==> src/rtl/mul_div_unit.sv <==
// Iterative multiply/divide unit with architectural HI/LO registers.
// One result bit per cycle; start/busy/done handshake for the pipeline controller.
module mul_div_unit #(
  parameter int WIDTH = 32
) (
  input  logic             clk,
  input  logic             rst_n,
  input  logic             start,
  input  logic [1:0]       op,
  input  logic [WIDTH-1:0] src_a,
  input  logic [WIDTH-1:0] src_b,
  input  logic             hi_we,
  input  logic             lo_we,
  output logic             busy,
  output logic             done,
  output logic             div_by_zero,
  output logic [WIDTH-1:0] hi,
  output logic [WIDTH-1:0] lo
);

  localparam int CW = $clog2(WIDTH);

  typedef enum logic [1:0] {IDLE, RUN, FIX, DONE} state_e;

  state_e             state_q, state_d;
  logic [CW-1:0]      cnt_q, cnt_d;
  logic               is_div_q, is_div_d;
  logic               neg_q, neg_d;
  logic               rem_neg_q, rem_neg_d;
  logic               dbz_q, dbz_d;
  logic [2*WIDTH-1:0] acc_q, acc_d;
  logic [WIDTH-1:0]   opnd_q, opnd_d;
  logic [WIDTH:0]     rem_q, rem_d;
  logic [WIDTH-1:0]   hi_q, hi_d, lo_q, lo_d;

  logic [WIDTH-1:0]   a_mag, b_mag;
  logic [WIDTH:0]     mul_sum, div_shift, div_diff;
  logic               div_ge;
  logic [2*WIDTH-1:0] prod_fix;
  logic [WIDTH-1:0]   quo_fix, rem_fix;

  // Signed operands become magnitudes; the most negative value maps to 2^(WIDTH-1) unsigned.
  assign a_mag = (op[0] && src_a[WIDTH-1]) ? -src_a : src_a;
  assign b_mag = (op[0] && src_b[WIDTH-1]) ? -src_b : src_b;

  // Multiply keeps the multiplier in acc low half and shifts the partial product in from the top.
  assign mul_sum   = {1'b0, acc_q[2*WIDTH-1:WIDTH]} + (acc_q[0] ? {1'b0, opnd_q} : '0);
  // Divide shifts dividend bits out of acc low half and shifts quotient bits back in.
  assign div_shift = {rem_q[WIDTH-1:0], acc_q[WIDTH-1]};
  assign div_ge    = div_shift >= {1'b0, opnd_q};
  assign div_diff  = div_shift - {1'b0, opnd_q};

  assign prod_fix = neg_q     ? -acc_q              : acc_q;
  assign quo_fix  = neg_q     ? -acc_q[WIDTH-1:0]   : acc_q[WIDTH-1:0];
  assign rem_fix  = rem_neg_q ? -rem_q[WIDTH-1:0]   : rem_q[WIDTH-1:0];

  always_comb begin
    // NOTE: every next-state variable gets its hold value first so no path infers a latch.
    state_d   = state_q;
    cnt_d     = cnt_q;
    is_div_d  = is_div_q;
    neg_d     = neg_q;
    rem_neg_d = rem_neg_q;
    dbz_d     = dbz_q;
    acc_d     = acc_q;
    opnd_d    = opnd_q;
    rem_d     = rem_q;
    hi_d      = hi_q;
    lo_d      = lo_q;

    unique case (state_q)
      IDLE, DONE: begin
        state_d = IDLE;
        if (start) begin
          if (op[1] && src_b == '0) begin
            hi_d    = src_a;
            lo_d    = '1;
            dbz_d   = 1'b1;
            state_d = DONE;
          end else begin
            state_d   = RUN;
            cnt_d     = '0;
            dbz_d     = 1'b0;
            is_div_d  = op[1];
            neg_d     = op[0] & (src_a[WIDTH-1] ^ src_b[WIDTH-1]);
            rem_neg_d = op[0] & src_a[WIDTH-1];
            rem_d     = '0;
            if (op[1]) begin
              acc_d  = {{WIDTH{1'b0}}, a_mag};
              opnd_d = b_mag;
            end else begin
              acc_d  = {{WIDTH{1'b0}}, b_mag};
              opnd_d = a_mag;
            end
          end
        end else begin
          if (hi_we) hi_d = src_a;
          if (lo_we) lo_d = src_a;
        end
      end
      RUN: begin
        if (is_div_q) begin
          rem_d = div_ge ? div_diff : div_shift;
          acc_d = {acc_q[2*WIDTH-1:WIDTH], acc_q[WIDTH-2:0], div_ge};
        end else begin
          acc_d = {mul_sum, acc_q[WIDTH-1:1]};
        end
        cnt_d = cnt_q + 1'b1;
        if (cnt_q == CW'(WIDTH - 1)) state_d = FIX;
      end
      FIX: begin
        if (is_div_q) begin
          lo_d = quo_fix;
          hi_d = rem_fix;
        end else begin
          {hi_d, lo_d} = prod_fix;
        end
        state_d = DONE;
      end
      default: state_d = IDLE;
    endcase
  end

  always_ff @(posedge clk or negedge rst_n) begin
    if (!rst_n) begin
      state_q   <= IDLE;
      cnt_q     <= '0;
      is_div_q  <= 1'b0;
      neg_q     <= 1'b0;
      rem_neg_q <= 1'b0;
      dbz_q     <= 1'b0;
      acc_q     <= '0;
      opnd_q    <= '0;
      rem_q     <= '0;
      hi_q      <= '0;
      lo_q      <= '0;
    end else begin
      // NOTE: non-blocking assignments so every register samples the pre-edge values.
      state_q   <= state_d;
      cnt_q     <= cnt_d;
      is_div_q  <= is_div_d;
      neg_q     <= neg_d;
      rem_neg_q <= rem_neg_d;
      dbz_q     <= dbz_d;
      acc_q     <= acc_d;
      opnd_q    <= opnd_d;
      rem_q     <= rem_d;
      hi_q      <= hi_d;
      lo_q      <= lo_d;
    end
  end

  assign busy        = (state_q == RUN) || (state_q == FIX);
  assign done        = (state_q == DONE);
  assign div_by_zero = dbz_q;
  assign hi          = hi_q;
  assign lo          = lo_q;

endmodule

==> config.mk <==
export PLATFORM = sky130hd
export DESIGN_NAME = mul_div_unit
export DESIGN_NICKNAME = d
export VERILOG_FILES = /design/src/rtl/mul_div_unit.sv
export SDC_FILE = /design/constraint.sdc
export NUM_CORES = 1
export LEC_CHECK = 0
export CAP_MARGIN = 25
export CELL_PAD_IN_SITES_DETAIL_PLACEMENT = 1
export CELL_PAD_IN_SITES_GLOBAL_PLACEMENT = 1
export CORE_UTILIZATION = 40
export DETAILED_ROUTE_END_ITERATION = 7
export PLACE_DENSITY = 0.83
export SLEW_MARGIN = 20
export SYNTH_ARGS = -nofsm -noshare
export SYNTH_HDL_FRONTEND = slang
export SYNTH_SLANG_ARGS = --single-unit
export TNS_END_PERCENT = 1
==> constraint.sdc <==
create_clock -name clk -period 3.1 [get_ports clk]
set_input_delay 0.93 -clock clk [delete_from_list [all_inputs] [get_ports clk]]
set_output_delay 0.93 -clock clk [all_outputs]
set_load 0.01 [all_outputs]
# Word-level counts from Yosys, hierarchy flattened
# Cells that the tools add are included.
dict set report word_totals {
  input_bits 71
  regBits 203
}
dict set report classes {
  n_reduce_logical 16
  magnitude_cmp 1
  n_eq_ne 12
  bitwise_logic 4
  mux 35
  addsub 8
}
# operator n
set op_table {}
lappend op_table {{32-bit two-way mux} 19}
lappend op_table {{64-bit two-way mux} 4}
lappend op_table {{32-bit one-hot mux with 2 select lines} 3}
lappend op_table {{32-bit negation} 4}
lappend op_table {{64-bit one-hot mux with 2 select lines} 1}
lappend op_table {{64-bit negation} 1}
lappend op_table {{32-bit by 32-bit adder with 33-bit output} 1}
lappend op_table {{33-bit by 32-bit >= comparator with 1-bit output} 1}
lappend op_table {{32-bit zero test} 1}
lappend op_table {{32-bit subtractor} 1}
lappend op_table {{3-bit AND reduction} 4}
lappend op_table {{5-bit two-way mux} 2}
lappend op_table {{2-bit != test (second input constant)} 5}
lappend op_table {{5-bit one-hot mux with 2 select lines} 1}
lappend op_table {{3-bit != test (second input constant)} 3}
lappend op_table {{4-bit AND reduction} 2}
lappend op_table {{2-bit two-way mux} 3}
lappend op_table {{2-bit one-hot mux with 3 select lines} 1}
lappend op_table {{5-bit by 1-bit adder with 5-bit output (second input constant)} 1}
lappend op_table {{5-bit == test (second input constant)} 1}
lappend op_table {{2-bit == test (second input constant)} 2}
lappend op_table {{2-bit nonzero test} 2}
lappend op_table {{1-bit logical AND} 3}
lappend op_table {{1-bit bitwise AND} 2}
lappend op_table {{other kinds (8)} 8}

# Longest topological paths before layout
dict set report logic_depth {
  depth_word 6
  ltp_mapped 14
  mapped_depth_nobuf 13
}

# Worst setup path before layout
# Ideal clock, no wire load.
dict set report synth_timing {
  kind {register -> register}
  startpoint {reg acc_q[0]}
  endpoint {reg acc_q[62]}
  t_required_ns 2.966
  setup_time_ns 0.134
  stages_incl_launch_ff 14
  setup_slack_ns -0.204
  arrival_ns 3.170
  synth_period_minus_slack_ns 3.304
  cell_sequence {dfrtp_1 -> inv_1 -> clkbuf_1 -> nor2_1 -> ha_1 -> a2111oi_0 -> o21ai_0 -> a21oi_1 -> a211oi_1 -> o41ai_1 -> o211a_1 -> o21ai_0 -> xnor2_1 -> o21ai_0}
}
dict set report synth_via {
  elab_chain_len 4
}
# item line_no
set synth_rtl {}
lappend synth_rtl {{start, declared} 31} ;# logic [2*WIDTH-1:0] acc_q, acc_d;
lappend synth_rtl {{start signal, assigned} 132} ;# acc_q <= '0;
lappend synth_rtl {{start signal, assigned} 145} ;# acc_q <= acc_d;
lappend synth_rtl {{32-bit two-way mux} 47} ;# assign mul_sum = {1'b0, acc_q[2*WIDTH-1:WIDTH]} + (acc_q[0] ? {1'b0, opnd_q} : '0);
lappend synth_rtl {{32-bit by 32-bit adder with 33-bit output} 47}
lappend synth_rtl {{64-bit two-way mux} 102} ;# if (is_div_q) begin
lappend synth_rtl {{64-bit one-hot mux with 2 select lines} 71} ;# unique case (state_q)
# Every way passes these cells. The select of a mux whose other input is x is not followed.
# A chain may end at the register's enable or synchronous reset.

# Worst setup path in the final report
dict set report layout_timing {
  startpoint {reg acc_q[0]}
  endpoint {reg acc_q[58]}
}
# The elaborated chain is that of the path after synthesis.

==> flow_summary.toml <==
[finish]
fin_nets = 2724
final_cells = 3128
n_fill_cell = 4830
drive_gt1_share_pct = 26.09
register_area_um2 = 5084
syn_to_final_growth_pct = 39.07
multi_input_area_um2 = 12010

[timing]
rsz0062_at_grt = "yes"
slew_viol_final = 0
max_freq_mhz = 269.0
hold_ws_ns = 0.3821
min_period_ns = 3.718
fin_crit_sh_pct = 119.9
finalSetupTns_ns = -11.35
slew_headroom_pct = 37.73
setup_violations = 79
worst_pin_slew_ns = 0.9341
finalHoldViolCount = 0
fin_skew_ns = 0.02542
postLayoutSetupSlackWorst_ns = -0.6175

[die]
placementRows = 74
io_pins = 138
die-area_um2 = 43010
core_region_area_um2 = 41200
die_width_um = 207.4
start_util_pct = 40.95
dieHeight_um = 207.4

[clocking]
clock-sinks = 203
cts_tree = "built"
root_buffer = "clkbuf_16"
worstSkewPairLatency_ns = 0.57
cts_hold_buffers = 0
cts.clk_slew.worst_paths_ns = 0.07
cts_buffers = 24
clk_path_buf_depth = 3
h-tree-depth = 1

[power_and_ir_drop]
p_leak_uw = 0.01048
peakVddDrop_mv = 0.6406
internal-power_uw = 11520
swShare_pct = 51.17
powerDensity_nw_per_um2 = 1006
pwr-share-clk_pct = 12.6
totalPowerFinal_uw = 23600
seq_power_share_pct = 21.0
switchingPower_uw = 12070
power_frac_comb_pct = 66.5

[synthesis]
ys_seq_elements = 203
yosysWarnings = 0
synth-main-ff-cell = "dfrtp_1"
syn-num-nets = 2292
syn_area_per_cell_um2 = 7.862
yosysUniqueCellTypes = 85
synthArstFlopShare_pct = 100.0
ys_seq_area_share_pct = 30.11
synth_area_um2 = 16870
synthCells = 2146
synth_edf_count = 0

[detailed_routing]
wirelength_um = 94200
first_iter_violations = 2540
ant_nets = 0
avgViaCountPerCell = 6.713
dr.pass1.iters = 8
wire_per_inst_um = 30.12
num_vias = 21000
drc = 0

[grt]
grt-ovfl-total = 0
grt_pass1_wl_um = 128600
grt_max_degree = 120
antenna_found_initial = 2
grt_pass1_vias = 20540
track_usage_pct = 38.76

[placement]
hpwl_um = 60680
gp_congestion = 0.9680
pre_cts_slack_ns = -0.9970
dp.cells = 3053
io_buffers = 137

[critical_path]
critPathRequiredTime_ns = 3.54
slowest_stage = "nor2_1"
critPathKind = "flop to flop"
rrSetupSlack_ns = -0.62
timing.rr.start = "acc_q[0]"
crit_path_frequent_cell = "buf_4"
startpoint_type = "flop"
reg2reg_depth = 15
path_cells = "inv_2 > buf_4 > nor2_1 > ha_1 > o21ai_2 > a211oi_2 > a21oi_4 > a211oi_2 > buf_4 > o41ai_4 > buf_4 > nor2b_1 > o21ai_1 > a21oi_1 > a22o_1"
max_stage_delay_ns = 0.46
arrival_ns = 4.16
r2r_end = "acc_q[58]"
cp_top_family = "compound AO/OA/AOI/OAI gates"
crit_fanout = 5
endpoint_kind = "flop"
path_buf_inv = 4

[flow_run]
max_cap_viol_count = 0

[run_status]
status = "finished, violations left"
violations = "setup timing"

[min_path]
hold_class = "input pin to asynchronous set/reset pin"
==> flip-flops by register name, indices dropped and copies added (netlist names) <==
name         count
rem_q           32
rem_neg_q        1
hi              32
acc_q           64
lo              32
is_div_q         1
opnd_q          32
div_by_zero      1
cnt_q            5
state_q          2
neg_q            1
==> synth_stat cells (10+ instances only) <==
cell type	n	area, µm²
xor2_1	99	867.1
o21ai_0	243	1216
nand3_1	43	215.2
clkbuf_1	101	379.1
nand2b_1	13	81.33
nor2b_1	13	81.33
o211ai_1	20	150.1
o41ai_1	15	131.4
nand4_1	14	87.58
mux2_2	31	349.1
ha_1	73	913.4
o31ai_1	50	375.4
a211oi_1	43	322.8
dfrtp_1	203	5080
o21ai_1	12	60.06
a21oi_1	184	920.9
mux2i_1	19	190.2
and3_1	17	106.4
a31oi_1	12	75.07
a21o_1	36	270.3
nor3_1	33	165.2
a2bb2oi_1	10	87.58
or2_2	10	62.56
or4_1	16	120.1
xnor2_1	105	919.6
buf_1	11	41.29
inv_1	74	277.8
nor2_1	182	683.2
nor4_1	21	131.4
buf_2	17	85.08
nand2_1	266	998.5
or3_1	34	212.7
==> layout make-up <==
cell class | count | share of cell area (%)
Multi-Input combinational cell | 1736 | 51.17
Sequential cell | 203 | 21.67
Timing Repair Buffer | 537 | 19.78
Clock buffer | 36 | 3.098
Tap cell | 532 | 2.837
Inverter | 76 | 1.232
Clock inverter | 7 | 0.2026
Antenna cell | 1 | 0.01066
==> per-stage QoR <==
| stage | utilization, % | instance area (µm²) |
|---|---|---|
| floorplan | - | 16910 |
| global placement | 51.88 | 21370 |
| CTS | 55.53 | 22880 |
| global route | 56.95 | 23460 |
| detailed placement | 51.88 | 21370 |
| finish | 56.95 | 23460 |
==> power by group through the flow <==
| stage | sequential (µW) | combinational (µW) | clock (µW) |
|---|---|---|---|
| global placement | 4720 | 12900 | 0 |
| finish | 4940 | 15700 | 2960 |
| floorplan | 4620 | 7750 | 0 |
| CTS | 4770 | 14300 | 2890 |
| global route | 4990 | 16400 | 3040 |
| detailed placement | 4780 | 13600 | 0 |
==> cell usage in the layout (no fill, tap or decap), types with 16 or more instances in the layout <==
cell type / n
buf_4: 370
nand2_1: 261
o21ai_0: 201
dfrtp_1: 200
nor2_1: 177
a21oi_1: 161
clkdlybuf4s50_1: 112
xnor2_1: 96
xor2_1: 96
inv_1: 67
ha_1: 67
o31ai_1: 43
nand3_1: 40
a21o_1: 36
o21ai_1: 35
or3_1: 31
mux2_2: 31
nor3_1: 25
clkbuf_16: 25
a211oi_1: 23
a21oi_2: 22
o211ai_1: 20
mux2i_1: 19
o21ai_2: 18
and3_1: 16
==> routing by layer <==
layer | vias up | wire length [µm] | GRT usage [%]
li1 | 8556 | - | -
met5 | - | 0 | 0
met3 | 539 | 10460 | 5.688
met4 | 0 | 7864 | 20.59
met1 | 10300 | 34880 | 50.18
met2 | 1605 | 41000 | 62.52
==> how the worst max path moves through the flow <==
stage | from | to | cells past startpoint
final | acc_q[0] | acc_q[58] | 15
after global routing | acc_q[0] | acc_q[58] | 15
after CTS | acc_q[0] | acc_q[58] | 15
after detailed placement | src_b[0] | acc_q[63] | 13
after global placement | src_a[7] | acc_q[15] | 11
after floorplan | src_a[4] | opnd_q[28] | 9
==> cell families after synthesis <==
group                    after synthesis  synth area share (%)
AO/OA/AOI/OAI                        708                 26.20
AND/OR/NAND/NOR                      699                 19.46
buffers and inverters                207                 4.798
XOR/XNOR                             204                 10.59
flip-flops                           203                 30.11
adder cells (fa/ha/maj)               75                 5.651
multiplexers                          50                 3.196
==> timing repair <==
action,in CTS,in global routing
gates cloned,2,0
resized for setup,133,139
buffers inserted,25,5
endpoints found under the setup margin,195,172
pin swaps,38,40
(Power assumes the default switching activity.)
